<file path="src/rtl/mcu_reg_bridge.sv">
// mcu_reg_bridge: SPI mode-0 slave bridging the board MCU to the cart register file.
// Write frames commit wr_reg/wr_reg_addr and toggle wr_reg_changed; read frames
// return a 32-bit status_reg snapshot. Optional feature macro: SPI_WR_CRC_EN
// (write frames carry a CRC-8 byte; crc_err pulses on mismatch).
// Ports: clk, reset_n (async, active low); spi_sck/spi_cs_n/spi_mosi (async in);
//   spi_miso/spi_miso_oe (out); wr_reg, wr_reg_addr, wr_reg_changed (out);
//   status_reg (in); crc_err (out, 1-clk pulse).
module mcu_reg_bridge #(
  parameter int SYNC_STAGES = 2,
  parameter int ADDR_BITS   = 4,
  parameter int DATA_BITS   = 16,
  parameter int STAT_BITS   = 32
) (
  input  logic                 clk,
  input  logic                 reset_n,
  input  logic                 spi_sck,
  input  logic                 spi_cs_n,
  input  logic                 spi_mosi,
  output logic                 spi_miso,
  output logic                 spi_miso_oe,
  output logic [DATA_BITS-1:0] wr_reg,
  output logic [ADDR_BITS-1:0] wr_reg_addr,
  output logic                 wr_reg_changed,
  input  logic [STAT_BITS-1:0] status_reg,
  output logic                 crc_err
);

  typedef enum logic [2:0] {
    S_IDLE, S_CMD, S_WR_DATA, S_WR_CRC, S_RD_DATA, S_DONE
  } state_t;

  logic [SYNC_STAGES-1:0] r_sck_s;
  logic [SYNC_STAGES-1:0] r_cs_s;
  logic [SYNC_STAGES-1:0] r_mosi_s;
  logic                   r_sck_d;
  logic                   r_cs_d;

  state_t                 r_state;
  logic [7:0]             r_cnt;
  logic [6:0]             r_cmd;
  logic [ADDR_BITS-1:0]   r_addr;
  logic [DATA_BITS-1:0]   r_stage;
  logic [STAT_BITS-2:0]   r_shadow;
  logic                   r_commit;
  logic                   r_miso;
  logic                   r_oe;
  logic [DATA_BITS-1:0]   r_wr_reg;
  logic [ADDR_BITS-1:0]   r_wr_addr;
  logic                   r_wr_tog;

  logic                   w_sck;
  logic                   w_cs_n;
  logic                   w_mosi;
  logic                   w_sck_rise;
  logic                   w_sck_fall;
  logic                   w_cs_rise;
  logic                   w_cs_fall;
  logic [7:0]             w_cmd_byte;

  assign w_sck      = r_sck_s[SYNC_STAGES-1];
  assign w_cs_n     = r_cs_s[SYNC_STAGES-1];
  assign w_mosi     = r_mosi_s[SYNC_STAGES-1];
  assign w_sck_rise = w_sck & ~r_sck_d;
  assign w_sck_fall = ~w_sck & r_sck_d;
  assign w_cs_rise  = w_cs_n & ~r_cs_d;
  assign w_cs_fall  = ~w_cs_n & r_cs_d;
  // Command byte as it will look once the current bit is shifted in.
  assign w_cmd_byte = {r_cmd, w_mosi};

  assign spi_miso       = r_miso;
  assign spi_miso_oe    = r_oe;
  assign wr_reg         = r_wr_reg;
  assign wr_reg_addr    = r_wr_addr;
  assign wr_reg_changed = r_wr_tog;

`ifdef SPI_WR_CRC_EN
  logic [7:0] r_crc_calc;
  logic [7:0] r_crc_rx;
  logic       r_crc_err;

  // Serial CRC-8, poly 0x07, MSB first.
  function automatic logic [7:0] f_crc8(input logic [7:0] c,
                                        input logic b);
    f_crc8 = {c[6:0], 1'b0} ^ ((c[7] ^ b) ? 8'h07 : 8'h00);
  endfunction

  assign crc_err = r_crc_err;
`else
  assign crc_err = 1'b0;
`endif

  always_ff @(posedge clk or negedge reset_n) begin
    if (!reset_n) begin
      r_sck_s  <= '0;
      r_cs_s   <= '1;
      r_mosi_s <= '0;
      r_sck_d  <= 1'b0;
      r_cs_d   <= 1'b1;
    end else begin
      r_sck_s  <= {r_sck_s[SYNC_STAGES-2:0], spi_sck};
      r_cs_s   <= {r_cs_s[SYNC_STAGES-2:0], spi_cs_n};
      r_mosi_s <= {r_mosi_s[SYNC_STAGES-2:0], spi_mosi};
      r_sck_d  <= w_sck;
      r_cs_d   <= w_cs_n;
    end
  end

  always_ff @(posedge clk or negedge reset_n) begin
    if (!reset_n) begin
      r_state   <= S_IDLE;
      r_cnt     <= '0;
      r_cmd     <= '0;
      r_addr    <= '0;
      r_stage   <= '0;
      r_shadow  <= '0;
      r_commit  <= 1'b0;
      r_miso    <= 1'b0;
      r_oe      <= 1'b0;
      r_wr_reg  <= '0;
      r_wr_addr <= '0;
      r_wr_tog  <= 1'b0;
`ifdef SPI_WR_CRC_EN
      r_crc_calc <= '0;
      r_crc_rx   <= '0;
      r_crc_err  <= 1'b0;
`endif
    end else begin
      r_commit <= 1'b0;
      r_oe     <= ~w_cs_n;
`ifdef SPI_WR_CRC_EN
      r_crc_err <= 1'b0;
      if (r_commit) begin
        if (r_crc_calc == r_crc_rx) begin
          r_wr_reg  <= r_stage;
          r_wr_addr <= r_addr;
          r_wr_tog  <= ~r_wr_tog;
        end else begin
          r_crc_err <= 1'b1;
        end
      end
`else
      if (r_commit) begin
        r_wr_reg  <= r_stage;
        r_wr_addr <= r_addr;
        r_wr_tog  <= ~r_wr_tog;
      end
`endif
      // CS rise ends any frame and beats a same-cycle SCK edge.
      if (w_cs_rise) begin
        r_state <= S_IDLE;
        r_cnt   <= '0;
        r_miso  <= 1'b0;
      end else begin
        unique case (r_state)
          S_IDLE: begin
            r_miso <= 1'b0;
            if (w_cs_fall) begin
              r_state <= S_CMD;
              r_cnt   <= '0;
`ifdef SPI_WR_CRC_EN
              r_crc_calc <= '0;
`endif
            end
          end
          S_CMD: begin
            if (w_sck_rise) begin
              r_cmd <= w_cmd_byte[6:0];
`ifdef SPI_WR_CRC_EN
              r_crc_calc <= f_crc8(r_crc_calc, w_mosi);
`endif
              if (r_cnt == 8'd7) begin
                r_cnt  <= '0;
                r_addr <= w_cmd_byte[ADDR_BITS-1:0];
                if (w_cmd_byte[7]) begin
                  // Snapshot and present the MSB before the first data rise.
                  r_state  <= S_RD_DATA;
                  r_shadow <= status_reg[STAT_BITS-2:0];
                  r_miso   <= status_reg[STAT_BITS-1];
                end else begin
                  r_state <= S_WR_DATA;
                end
              end else begin
                r_cnt <= r_cnt + 8'd1;
              end
            end
          end
          S_WR_DATA: begin
            if (w_sck_rise) begin
              r_stage <= {r_stage[DATA_BITS-2:0], w_mosi};
`ifdef SPI_WR_CRC_EN
              r_crc_calc <= f_crc8(r_crc_calc, w_mosi);
`endif
              if (r_cnt == 8'(DATA_BITS - 1)) begin
                r_cnt <= '0;
`ifdef SPI_WR_CRC_EN
                r_state <= S_WR_CRC;
`else
                r_state  <= S_DONE;
                r_commit <= 1'b1;
`endif
              end else begin
                r_cnt <= r_cnt + 8'd1;
              end
            end
          end
`ifdef SPI_WR_CRC_EN
          S_WR_CRC: begin
            if (w_sck_rise) begin
              r_crc_rx <= {r_crc_rx[6:0], w_mosi};
              if (r_cnt == 8'd7) begin
                r_cnt    <= '0;
                r_state  <= S_DONE;
                r_commit <= 1'b1;
              end else begin
                r_cnt <= r_cnt + 8'd1;
              end
            end
          end
`endif
          S_RD_DATA: begin
            // r_cnt counts data rises; the fall that ends the command
            // byte (r_cnt==0) must not shift.
            if (w_sck_rise) begin
              r_cnt <= r_cnt + 8'd1;
            end else if (w_sck_fall && r_cnt != 8'd0) begin
              if (r_cnt == 8'(STAT_BITS)) begin
                r_state <= S_DONE;
                r_miso  <= 1'b0;
              end else begin
                r_shadow <= {r_shadow[STAT_BITS-3:0], 1'b0};
                r_miso   <= r_shadow[STAT_BITS-2];
              end
            end
          end
          S_DONE: begin
            r_miso <= 1'b0;
          end
          default: begin
            r_state <= S_IDLE;
          end
        endcase
      end
    end
  end

endmodule

</file>
<file path="config.mk">
export PLATFORM = sky130hd
export DESIGN_NAME = mcu_reg_bridge
export DESIGN_NICKNAME = d
export VERILOG_FILES = /design/src/rtl/mcu_reg_bridge.sv
export SDC_FILE = /design/constraint.sdc
export NUM_CORES = 1
export LEC_CHECK = 0
export BUFFER_PORTS_ARGS = -buffer_cell sky130_fd_sc_hd__buf_2
export CAP_MARGIN = 20
export CELL_PAD_IN_SITES_DETAIL_PLACEMENT = 1
export CELL_PAD_IN_SITES_GLOBAL_PLACEMENT = 2
export CORE_ASPECT_RATIO = 1.75
export CORE_UTILIZATION = 43
export CTS_BUF_LIST = sky130_fd_sc_hd__clkbuf_8
export CTS_CLUSTER_SIZE = 14
export DETAILED_ROUTE_END_ITERATION = 8
export PLACE_DENSITY_LB_ADDON = 0.1
export SYNTH_ARGS = -nofsm -noshare
export SYNTH_HDL_FRONTEND = slang
export SYNTH_SLANG_ARGS = --single-unit
</file>
<file path="constraint.sdc">
create_clock -name clk -period 5.6 [get_ports clk]
set_clock_uncertainty 0.2 [all_clocks]
set_input_delay 1.4 -clock clk [delete_from_list [all_inputs] [get_ports clk]]
set_output_delay 1.4 -clock clk [all_outputs]
set_load 0.005 [all_outputs]
</file>
Word-level counts from Yosys, hierarchy flattened
Cells that the tools add are included. Widths: inputs -> output; s select.

Bits in registers: 101. Output and inout port bits: 24.

Reduce and logical (&&, ||, !) cells: 14. Mux-type cells: 38. Bitwise logic cells: 10. Add/sub/neg operators: 1. Eq/ne operators: 24.

Operators by type and width (number): $mux 31 (6); $pmux 31 s2 (1); $mux 8 (7); $pmux 8 s4 (1); $mux 3 (10); $ne 3x3->1 const B (10); $pmux 3 s5 (1); $ne 2x2->1 const B (7); $mux 1 (11); $reduce_and 9->1 (1); $add 8x1->8 const B (1); $eq 8x3->1 const B (1); $eq 8x4->1 const B (1); $eq 8x6->1 const B (1); $reduce_and 8->1 (1); $reduce_bool 8->1 (1); $eq 3x3->1 const B (2); $not 1->1 (6); $reduce_and 3->1 (2); $reduce_and 6->1 (1); $reduce_and 5->1 (1); $reduce_bool 5->1 (1); $and 1x1->1 (4); $reduce_and 4->1 (1); 8 further kinds (8).

Depth between registers and ports, before layout
Gate-level depths: netlist of the first run.

Word-level depth: 7. Depth in mapped cells: 10.

Least setup slack after synthesis of the first run
Ideal clock, no wire load.

Kind: register to register. Start: register r_cnt[5]. End: register r_shadow[0]. Setup time: 124 ps. Path buffers: 2. Cell stages (with the launch flop): 9. Slack: 3201 ps. Arrival: 2076 ps. Cell sequence: dfrtp_1 or4_4 nor4_2 o22ai_1 or3_1 buf_2 buf_2 nand2_1 o21ai_1.

Cells in the longest elaborated chain, start to end: 4. Elaborated cells between the ends (all ways): 8. Classes of those cells: eq/ne (5); reduce/logical (3).

RTL lines: from (decl) (RTL line 39) `logic [7:0] r_cnt;`; from (signal assigned) (RTL line 183) `r_cnt <= r_cnt + 8'd1;`; from (signal assigned) (RTL line 202) `r_cnt <= r_cnt + 8'd1;`; from (signal assigned) (RTL line 224) `r_cnt <= r_cnt + 8'd1;`; $reduce_bool 8->1 (RTL line 225) `end else if (w_sck_fall && r_cnt != 8'd0) begin`; $logic_and 1x1->1 (RTL line 225); $ne 2x2->1 (no line); $reduce_and 8->1 (no line) *; to (signal assigned) (RTL line 177) `r_shadow <= status_reg[STAT_BITS-2:0];`; to (signal assigned) (RTL line 230) `r_shadow <= {r_shadow[STAT_BITS-3:0], 1'b0};`; to (decl) (RTL line 43) `logic [STAT_BITS-2:0] r_shadow;`.

Mark *: on every way between the ends. The rest lies on a longest branch, timed or not. A chain may end at the register's enable or synchronous reset.

Worst setup path in the final report of the first run
Start: register r_cnt[0]. End: register r_shadow[24].

The elaborated chain is that of the path after synthesis.

==> results.md, run 1 <==
* Result of the run: finished, final reports clean
* Final setup margin at 2600 ps
* Initial Util at 44.2%
* Worst-case headroom to the max-slew limit at 34.3%
* Switching portion of total power at 33.8%
* Worst-skew pair later-pin latency at 360 ps
* Number of instances resized during post-cts repair at 0
* CTS Buffer Depth at 2
* Post-synth EDFFs at 0
* Max-slew violations at 0
* Count of placed standard cells including taps at 532
* Post-detailed-routing wire length at 8.66 mm
* Post-synthesis async set-or-reset flop share at 100%
* Via count of the first global-routing pass at 2999
* Start point of the worst hold path: r_mosi_s[0]$_DFF_PN0_
* Hold Vio Cnt, Final at 0
* DRC violations left at 0
* Combinational group share of total power at 27.3%
* Post-Syn Area at 4380 µm²
* Power density over the cells at 414 nW/µm²
* Critical path launch point: r_cnt[0]$_DFFE_PN0P_
* PortBufs at 59
* Largest net degree at the start of global routing at 74
* Violation count after the first detailed-route iteration at 75
* Clock sink total at 101
* Clk slew on worst S/H paths at 110 ps
* Area of the core at 9910 µm²
* Highest net fanout along the worst path at 62
* Category of the critical setup timing path: reg2reg
* Final TNS setup at 0 ps
* Reported max-cap violation count at 0
* Worst Max-Slew Pin Slew at 986 ps
* Achievable Freq at 333 MHz
* Ratio of final minimum period to clock period at 53.6%
* Post-synthesis cell count at 369
* Fraction of layout cells with a size suffix above 1 at 31.4%
* Antenna diode count at 0
* Worst hold slack at 166 ps
* Number of top-level pins at 61
* Total number of vias at 2826
* Static leakage at 2.43 nW
* Primary FF master, synth: dfrtp_1
* Total power after layout at 2.05 mW
* Final period demand of the worst path at 3000 ps
* Chip Width at 78.3 µm
* Unrepaired setup endpoints after global routing: false
* Clock power frac at 24.1%
* Maximum resistive drop on vdd at 0.175 mV
* Detail Route Antenna Nets at 0
* Number of buffers inserted by post-CTS setup repair at 0
* Post-Synthesis Mean Instance Area at 11.9 µm²
* Internal Dissipation at 1.36 mW
* Final Util at 50.1%
* Buffer cell driving the clock tree root: clkbuf_8
* Placement-stage worst setup slack at 2290 ps
* Standard cell area after detailed placement at 4730 µm²
* Synth Register Bits at 101
* Routed len/inst at 15.8 µm
* Number of fillers in the final layout at 1094
* Sum of overflow across all layers after global routing at 0
* Final weighted congestion in routability-driven placement at 0.769
* Count of cell types in the netlist at 45
* Sequential fraction of design power at 48.6%
* Worst min-delay path class: reg2reg
* Site row count at 48
* Count of non-filler cells in the finished layout at 549
* Quantity of hold-fixing buffers added after cts at 0
* Element type at the critical path start: flip-flop
* Post-detailed-route via-to-cell ratio at 5.15
* Overall global routing resource usage at 17.6%
* Setup crit end kind: flip-flop
* Vertical die dimension at 136 µm
* First-pass detailed-route iteration total at 4
* Wire length of the first global-routing pass at 14.5 mm
* Source of the worst register-to-register timing path: r_cnt[0]$_DFFE_PN0P_
* CP Data Required Time at 5610 ps
* Net count after synthesis at 409
* Signed area change from the synthesized netlist to the final layout at 13.3%
* Critical path data arrival time at 3010 ps
* Number of CTS-inserted buffers at 9
* Net switching component of the power at 694 µW
* Final layout net count at 459
* Flip-flop count of the largest register, all copies and words added at 31
* Yosys synthesis warning count at 0
* Number of antenna violations at the first check in global routing at 0
* Clock tree from TritonCTS: built
* Post-detail-place hpwl at 6.09 mm
* Setup violators final at 0
* Cell area after layout at 4970 µm²
* Die area at 10600 µm²
* Fraction of the yosys area taken by sequential cells at 57.8%
* Number of H-tree branching levels at 3
## cell families after synthesis
family          synth area share (%)
flops                           57.8
fa+ha+maj                      0.857
mux                             19.4
xor+xnor                       0.400
buf+inv                         3.51
other cells                   0.0856
compound gates                  8.68
simple gates                    9.28
## power by group through the flow
stage	Sequential, mW	Clock, mW	Combinational (mW)
finish	0.999	0.495	0.560
global route	1.02	0.533	0.638
CTS	1.00	0.511	0.568
detailed placement	1.02	0	0.567
global placement	1.01	0	0.543
floorplan	0.962	0	0.472
## layer usage
metal  global-route usage, %  routed length, µm  vias to the layer above
li1                        -                  -                     1375
met1                    20.8               3620                     1398
met2                    31.3               4660                       45
met3                    3.50                258                        8
met4                    6.38                120                        0
met5                       0                  0                        -
## critical path, stage by stage, from the launching register on
cell      delay [ps]
dfrtp_1          400
inv_1             80
ha_1             200
nor3b_1          150
a311oi_1         440
o22ai_1          190
or3_2            910
nand2_1          190
o21ai_1           80
## area by class of cell
class                      count  area, µm²  share of cell area, %
clock buffer                  10        138                   2.77
tap                          125        156                   3.15
timing repair buffer          61        325                   6.55
clock inverter                 6       75.1                   1.51
sequential                   101       2530                   51.0
multi-input combinational    237       1710                   34.4
inverter                       9       33.8                  0.680
## placed cells by master, fill, tap and decap left out, types with 9 or more instances in the layout
cell and count:
mux2_2 48, dfrtp_1 98, inv_1 9, buf_2 58
clkbuf_8 10, o21ai_0 10, nand2_1 41, o21ai_1 32
mux2i_1 30, nor2_1 14
## synth_stat cells (2+ instances only)
| library cell | number | share of area [%] |
|---|---|---|
| nand2_1 | 41 | 3.5 |
| and3_1 | 2 | 0.29 |
| dfrtp_1 | 98 | 56 |
| a211o_1 | 3 | 0.60 |
| and2_1 | 2 | 0.29 |
| buf_4 | 2 | 0.34 |
| clkbuf_1 | 10 | 0.86 |
| ha_1 | 3 | 0.86 |
| a21oi_1 | 7 | 0.80 |
| nor3_1 | 4 | 0.46 |
| a22o_1 | 3 | 0.60 |
| buf_2 | 6 | 0.69 |
| o22ai_1 | 2 | 0.29 |
| or3_1 | 5 | 0.71 |
| mux2i_1 | 30 | 6.9 |
| buf_6 | 3 | 0.77 |
| mux2_2 | 48 | 12 |
| o21ai_1 | 32 | 3.7 |
| inv_1 | 9 | 0.77 |
| dfstp_2 | 3 | 1.8 |
| nor2_1 | 15 | 1.3 |
| nand3_1 | 4 | 0.46 |
| o21ai_0 | 10 | 1.1 |
| nand2b_1 | 6 | 0.86 |
## final timing paths
| check | to | slack, ps | cells after the start |
|---|---|---|---|
| setup / recovery | r_shadow[24]$_DFFE_PN0P_ | 2600 | 8 |
| hold / removal | r_mosi_s[1]$_DFF_PN0_ | 170 | 0 |
| setup reg to reg | r_shadow[24]$_DFFE_PN0P_ | 2600 | 8 |
| hold reg to reg | r_mosi_s[1]$_DFF_PN0_ | 170 | 0 |
| max in group asynchronous | r_shadow[30]$_DFFE_PN0P_ | 3260 | 2 |
| min in group asynchronous | r_cnt[6]$_DFFE_PN0P_ | 960 | 1 |
Power figures use the tool's default switching activity.
==> inputs of run 2 (changes only) <==
--- a/config.mk
+++ b/config.mk
@@ -10,7 +10,7 @@
 export CELL_PAD_IN_SITES_DETAIL_PLACEMENT = 1
 export CELL_PAD_IN_SITES_GLOBAL_PLACEMENT = 2
 export CORE_ASPECT_RATIO = 1.75
-export CORE_UTILIZATION = 43
+export CORE_UTILIZATION = 36
 export CTS_BUF_LIST = sky130_fd_sc_hd__clkbuf_8
 export CTS_CLUSTER_SIZE = 14
 export DETAILED_ROUTE_END_ITERATION = 8
==> constraint.sdc (replaced) <==
create_clock -name clk -period 2.7 [get_ports clk]
set_clock_uncertainty 0.2 [all_clocks]
set_input_delay 0.675 -clock clk [delete_from_list [all_inputs] [get_ports clk]]
set_output_delay 0.675 -clock clk [all_outputs]
set_load 0.005 [all_outputs]
==> run 2 against run 1 <==
Sequential cell count unchanged. Worst hold slack lost 95 ps. Global-route usage fell by 1.8 points. Wire length grew 8.1%. Final area rose by 4.5%. Highest routed layer unchanged.
==> results.md, run 2 (same netlist as run 1, synthesis figures left out) <==
* Result of the run: finished, final reports clean (unchanged)
* Site row count at 53 (was 48)
* Total number of vias at 2933 (was 2826)
* Final period demand of the worst path at 2590 ps (was 3000 ps)
* Highest-delay cell along the critical path: dfrtp_1 (was or3_2)
* Area of the core at 11900 µm² (was 9910 µm²)
* Overall global routing resource usage at 15.8% (was 17.6%)
* Worst R2R Setup Slack at 110 ps (was 2600 ps)
* Cell family contributing the most delay on the critical path: compound AO/OA/AOI/OAI gates (was simple AND/OR/NAND/NOR gates)
* Worst path cell trace: inv_1 > ha_1 > nor3b_4 > nand3_2 > a211o_1 > a211o_1 > mux2_1 > a31oi_1 (was inv_1 > ha_1 > nor3b_1 > a311oi_1 > o22ai_1 > or3_2 > nand2_1 > o21ai_1)
* Capturing point of the worst reg2reg path: r_state[2]$_DFFE_PN0P_ (was r_shadow[24]$_DFFE_PN0P_)
* Highest net fanout along the worst path at 5 (was 62)
* Worst Max-Slew Pin Slew at 545 ps (was 986 ps)
* Buffer cell driving the clock tree root: clkbuf_8 (unchanged)
* Die area at 12600 µm² (was 10600 µm²)
* Cell area after layout at 5190 µm² (was 4970 µm²)
* Post-detailed-route via-to-cell ratio at 5.07 (was 5.15)
* Number of top-level pins at 61 (unchanged)
* Initial Util at 36.7% (was 44.2%)
* Power density over the cells at 854 nW/µm² (was 414 nW/µm²)
* Worst-case headroom to the max-slew limit at 63.6% (was 34.3%)
* Setup crit end kind: flip-flop (unchanged)
* Final Util at 43.5% (was 50.1%)
* Met1 GRT Util at 18.1% (was 20.8%)
* Commonest non-fill, non-tap cell in the layout: dfrtp_1 (unchanged)
* Ratio of final minimum period to clock period at 96.0% (was 53.6%)
* Global-route layer with the greatest usage: met2 (unchanged)
* Category of the critical setup timing path: reg2reg (unchanged)
* Max-slew violations at 0 (unchanged)
* Reported max-cap violation count at 0 (unchanged)
* Worst setup path endpoint: r_state[2]$_DFFE_PN0P_ (was r_shadow[24]$_DFFE_PN0P_)
* Maximum resistive drop on vdd at 0.382 mV (was 0.175 mV)
* Final weighted congestion in routability-driven placement at 0.803 (was 0.769)
* Path length in cells of the critical path at 8 (unchanged)
* Quantity of hold-fixing buffers added after cts at 0 (unchanged)
* Largest net degree at the start of global routing at 63 (was 74)
* Vertical die dimension at 148 µm (was 136 µm)
* Number of H-tree branching levels at 3 (unchanged)
* Antenna diode count at 0 (unchanged)
* Number of fillers in the final layout at 1327 (was 1094)
* CP Data Required Time at 2790 ps (was 5610 ps)
* Sum of buffers and inverters on the critical path at 1 (unchanged)
* DRC violations left at 0 (unchanged)
* Clock tree from TritonCTS: built (unchanged)
* PortBufs at 59 (unchanged)
* Via count of the first global-routing pass at 3132 (was 2999)
* Number of CTS-inserted buffers at 9 (unchanged)
* Post-detail-place hpwl at 6.46 mm (was 6.09 mm)
* Global routing usage on met3 at 3.74% (was 3.50%)
* Critical path data arrival time at 2690 ps (was 3010 ps)
* Worst min-delay path class: in2async (was reg2reg)
* Static leakage at 2.55 nW (was 2.43 nW)
* Detail Route Antenna Nets at 0 (unchanged)
* Element type at the critical path start: flip-flop (unchanged)
* Standard cell area after detailed placement at 4910 µm² (was 4730 µm²)
* Final TNS setup at 0 ps (unchanged)
* Worst-skew pair later-pin latency at 380 ps (was 360 ps)
* Met2 layer usage reported by global route at 27.9% (was 31.3%)
* Chip Width at 85.4 µm (was 78.3 µm)
* Number of antenna violations at the first check in global routing at 0 (unchanged)
* Signed area change from the synthesized netlist to the final layout at 18.4% (was 13.3%)
* Unrepaired setup endpoints after global routing: true (was false)
* Leading cell types in the layout, fill and taps excluded: 98 x dfrtp_1, 58 x buf_2, 48 x mux2_2 (unchanged)
* Cell occurring most often along the worst timing path: a211o_1
* Placement-stage worst setup slack at -82.0 ps (was 2290 ps)
* Flip-flop count of the largest register, all copies and words added at 31 (unchanged)
* Final setup margin at 108 ps (was 2600 ps)
* CTS Buffer Depth at 2 (unchanged)
* Clk slew on worst S/H paths at 110 ps (about the same)
* Source of the worst register-to-register timing path: r_cnt[0]$_DFFE_PN0P_ (unchanged)
* Sum of overflow across all layers after global routing at 0 (unchanged)
* Worst stage delay on the critical path at 420 ps (was 910 ps)
* R2R depth at 8 (unchanged)
* Wire length of the first global-routing pass at 15.5 mm (was 14.5 mm)
* Setup violators final at 0 (unchanged)
* First-pass detailed-route iteration total at 3 (was 4)
* Clock sink total at 101 (unchanged)
* Critical path launch point: r_cnt[0]$_DFFE_PN0P_ (unchanged)
* Hold Vio Cnt, Final at 0 (unchanged)
* Violation count after the first detailed-route iteration at 94 (was 75)
* Worst hold slack at 70.6 ps (was 166 ps)
* Fraction of layout cells with a size suffix above 1 at 34.7% (was 31.4%)
* Post-detailed-routing wire length at 9.36 mm (was 8.66 mm)
* Final layout net count at 476 (was 459)
* Routed len/inst at 16.2 µm (was 15.8 µm)
* Achievable Freq at 386 MHz (was 333 MHz)
[run 2: cell count changes in the layout (fill, tap and decap cells not counted), sizes merged]
| cell | delta |
|---|---|
| inv | -2 |
| clkinvlp | -1 |
| clkinv | +4 |
| buf | +16 |
[run 2: worst min path at each step]
stage,start,end,slack (ps),cells after the start
2_1_floorplan,r_mosi_s[0]$_DFF_PN0_,r_mosi_s[1]$_DFF_PN0_,130,0
3_3_place_gp,r_sck_s[0]$_DFF_PN0_,r_sck_s[1]$_DFF_PN0_,130,0
3_5_place_dp,r_mosi_s[0]$_DFF_PN0_,r_mosi_s[1]$_DFF_PN0_,140,0
4_1_cts,reset_n,r_stage[6]$_DFFE_PN0P_,80,1
5_1_grt,reset_n,wr_reg[12]$_DFFE_PN0P_,90,1
6_report,reset_n,wr_reg[12]$_DFFE_PN0P_,70,1
[run 2: where the power goes]
| part | switching [mW] | internal [mW] | leakage, nW |
|---|---|---|---|
| clock | 0.602 | 0.460 | 0.113 |
| combinational | 0.722 | 0.608 | 1.11 |
| sequential | 0.199 | 1.84 | 1.32 |
[run 2: stage by stage]
stage,instances,power (mW)
after floorplan,369,2.97
after global placement,561,3.33
after detailed placement,561,3.38
after CTS,577,4.46
after global routing,578,4.76
final,578,4.43
[run 2: area by class of cell]
type | count | area, µm² | area share (%)
multi-input cells | 237 | 1730 | 33.3
clock buffers | 9 | 124 | 2.39
well taps | 137 | 171 | 3.30
repair buffers | 78 | 495 | 9.55
flip-flops and latches | 101 | 2530 | 48.8
clock inverters | 7 | 103 | 1.98
inverters | 9 | 33.8 | 0.651
[run 2: what timing repair did]
action	in CTS	in global routing
setup endpoints to repair	2	31
gates cloned	0	1
buffers inserted	0	0
resized for setup	1	3
[run 2: layer usage]
metal	wire length, µm	vias to the layer above
met2	4930	49
met5	0	-
li1	-	1414
met1	3930	1457
met3	303	13
met4	187	0
[run 2: worst reg2reg max path: cells and delay by family, from the launching register on]
family | cells | cell delay [ps]
adder cells (fa/ha/maj) | 1 | 180
multiplexers | 1 | 340
flip-flops | 1 | 420
AND/OR/NAND/NOR | 2 | 430
buffers and inverters | 1 | 120
AO/OA/AOI/OAI | 3 | 840
==> inputs of run 3 (changes only) <==
--- a/config.mk
+++ b/config.mk
@@ -9,7 +9,6 @@
 export CAP_MARGIN = 20
 export CELL_PAD_IN_SITES_DETAIL_PLACEMENT = 1
 export CELL_PAD_IN_SITES_GLOBAL_PLACEMENT = 2
-export CORE_ASPECT_RATIO = 1.75
 export CORE_UTILIZATION = 36
 export CTS_BUF_LIST = sky130_fd_sc_hd__clkbuf_8
 export CTS_CLUSTER_SIZE = 14
==> run 3 against run 2 <==
The run now ends with DRC left. First-iteration DRC count rose by 2.1%. Clock-buffer cell count is the same. Register-to-register slack gained 40 ps. Setup slack better by 41 ps. Critical path type unchanged. Critical endpoint is now r_shadow[11]$_DFFE_PN0P_. Highest routed layer unchanged.
==> results.md, run 3 (same netlist as run 1, synthesis figures left out) <==
* Internal Dissipation at 2.74 mW (was 2.91 mW)
* Result of the run: finished, violations left (was finished, final reports clean)
* Capturing point of the worst reg2reg path: r_shadow[11]$_DFFE_PN0P_ (was r_state[2]$_DFFE_PN0P_)
* Maximum resistive drop on vdd at 0.338 mV (was 0.382 mV)
* Site row count at 39 (was 53)
* Ratio of final minimum period to clock period at 94.5% (was 96.0%)
* Number of CTS-inserted buffers at 9 (unchanged)
* Violation count after the first detailed-route iteration at 96 (was 94)
* Final TNS setup at 0 ps (unchanged)
* Final layout net count at 470 (was 476)
* Power density over the cells at 825 nW/µm² (was 854 nW/µm²)
* Antenna diode count at 0 (unchanged)
* Total number of vias at 2868 (was 2933)
* PortBufs at 59 (unchanged)
* R2R depth at 7 (was 8)
* Achievable Freq at 392 MHz (was 386 MHz)
* Worst-skew pair later-pin latency at 360 ps (was 380 ps)
* Static leakage at 2.47 nW (was 2.55 nW)
* Area of the core at 11700 µm² (was 11900 µm²)
* Final weighted congestion in routability-driven placement at 0.720 (was 0.803)
* Final Util at 43.5% (about the same)
* Switching portion of total power at 34.3% (was 34.4%)
* Number of top-level pins at 61 (unchanged)
* Buffer cell driving the clock tree root: clkbuf_8 (unchanged)
* Overall global routing resource usage at 14.8% (was 15.8%)
* Clock tree from TritonCTS: built (unchanged)
* Category of the critical setup timing path: reg2reg (unchanged)
* Combinational group share of total power at 29.5% (was 30.0%)
* Via count of the first global-routing pass at 2989 (was 3132)
* Critical path launch point: r_cnt[5]$_DFFE_PN0P_ (was r_cnt[0]$_DFFE_PN0P_)
* Die area at 12600 µm² (about the same)
* Worst R2R Setup Slack at 150 ps (was 110 ps)
* Setup violators final at 0 (unchanged)
* CTS Buffer Depth at 2 (unchanged)
* Net switching component of the power at 1.43 mW (was 1.52 mW)
* Worst setup path endpoint: r_shadow[11]$_DFFE_PN0P_ (was r_state[2]$_DFFE_PN0P_)
* Unrepaired setup endpoints after global routing: false (was true)
* Worst min-delay path class: in2async (unchanged)
* Chip Width at 112 µm (was 85.4 µm)
* Sum of overflow across all layers after global routing at 0 (unchanged)
* Setup crit end kind: flip-flop (unchanged)
* Violations in the final reports: DRC
* Number of fillers in the final layout at 1252 (was 1327)
* Flip-flop count of the largest register, all copies and words added at 31 (unchanged)
* Fraction of layout cells with a size suffix above 1 at 32.9% (was 34.7%)
* Critical path data arrival time at 2600 ps (was 2690 ps)
* Number of instances resized during post-cts repair at 0 (was 1)
* Number of buffers inserted by post-CTS setup repair at 0 (unchanged)
* Reported max-cap violation count at 0 (unchanged)
* Wire length of the first global-routing pass at 14.8 mm (was 15.5 mm)
* Commonest non-fill, non-tap cell in the layout: dfrtp_1 (unchanged)
* Hold Vio Cnt, Final at 0 (unchanged)
* Routed len/inst at 14.6 µm (was 16.2 µm)
* Max-slew violations at 0 (unchanged)
* Element type at the critical path start: flip-flop (unchanged)
* Quantity of hold-fixing buffers added after cts at 0 (unchanged)
* Clk slew on worst S/H paths at 100 ps (was 110 ps)
* Sequential fraction of design power at 49.0% (was 46.0%)
* Vertical die dimension at 112 µm (was 148 µm)
* Post-detailed-route via-to-cell ratio at 4.97 (was 5.07)
* Final period demand of the worst path at 2550 ps (was 2590 ps)
* Worst Max-Slew Pin Slew at 736 ps (was 545 ps)
* Clock sink total at 101 (unchanged)
* Signed area change from the synthesized netlist to the final layout at 15.6% (was 18.4%)
* Leading cell types in the layout, fill and taps excluded: 98 x dfrtp_1, 58 x buf_2, 48 x mux2_2 (unchanged)
* Post-detail-place hpwl at 5.90 mm (was 6.46 mm)
* CP Data Required Time at 2750 ps (was 2790 ps)
* Highest net fanout along the worst path at 62 (was 5)
* First-pass detailed-route iteration total at 6 (was 3)
* Largest net degree at the start of global routing at 63 (unchanged)
* Post-detailed-routing wire length at 8.45 mm (was 9.36 mm)
* Detail Route Antenna Nets at 0 (unchanged)
* DRC violations left at 2 (was 0)
* Worst-case headroom to the max-slew limit at 50.9% (was 63.6%)
* Clock power frac at 21.5% (was 24.0%)
* Source of the worst register-to-register timing path: r_cnt[5]$_DFFE_PN0P_ (was r_cnt[0]$_DFFE_PN0P_)
* Number of antenna violations at the first check in global routing at 0 (unchanged)
* Initial Util at 37.6% (was 36.7%)
* Number of H-tree branching levels at 3 (unchanged)
run 3: worst min path at each step:
stage	to	slack (ps)	cells past startpoint
2_1_floorplan	r_mosi_s[1]$_DFF_PN0_	130	0
3_3_place_gp	r_mosi_s[1]$_DFF_PN0_	130	0
3_5_place_dp	r_mosi_s[1]$_DFF_PN0_	140	0
4_1_cts	r_shadow[24]$_DFFE_PN0P_	120	1
5_1_grt	r_shadow[23]$_DFFE_PN0P_	130	1
6_report	r_shadow[25]$_DFFE_PN0P_	110	1
run 3: power by group through the flow:
stage	clock network (mW)	registers [mW]	logic [mW]
6_report	0.898	2.05	1.23
5_1_grt	1.01	2.10	1.41
4_1_cts	0.953	2.05	1.26
3_5_place_dp	0	2.08	1.25
3_3_place_gp	0	2.07	1.22
2_1_floorplan	0	1.99	0.978
run 3: metal layers:
| metal | routed length [µm] | share of wire, % | GRT usage [%] | up-vias |
|---|---|---|---|---|
| met5 | 0 | 0 | 0 | - |
| li1 | - | - | - | 1411 |
| met3 | 341 | 4.0 | 4.64 | 7 |
| met4 | 62 | 0.73 | 3.47 | 0 |
| met1 | 4110 | 49 | 19.8 | 1407 |
| met2 | 3940 | 47 | 23.5 | 43 |
run 3: worst max-delay path, cell delays in order, from the launching register on:
cell,delay [ps]
dfrtp_1,390
or4_4,590
nor4_2,230
o22ai_1,130
or3_2,510
buf_12,210
nand2_1,100
o21ai_1,60
run 3: cell type report:
cell class	count	area (µm²)	share of cell area, %
sequential	101	2530	50.0
multi-input combinational	237	1710	33.7
timing repair buffer	72	433	8.54
tap	143	179	3.53
clock buffer	9	124	2.44
clock inverter	6	60.1	1.19
inverter	9	33.8	0.667
run 3: stage by stage:
step	power [mW]	instances	setup slack (ps)	cell area, µm²	hold slack, ps
2_1_floorplan	2.97	369	301	4380	131
3_3_place_gp	3.29	562	196	4880	134
3_5_place_dp	3.34	562	153	4880	136
4_1_cts	4.26	577	142	5070	116
5_1_grt	4.51	577	22.3	5070	134
6_report	4.18	577	149	5070	109
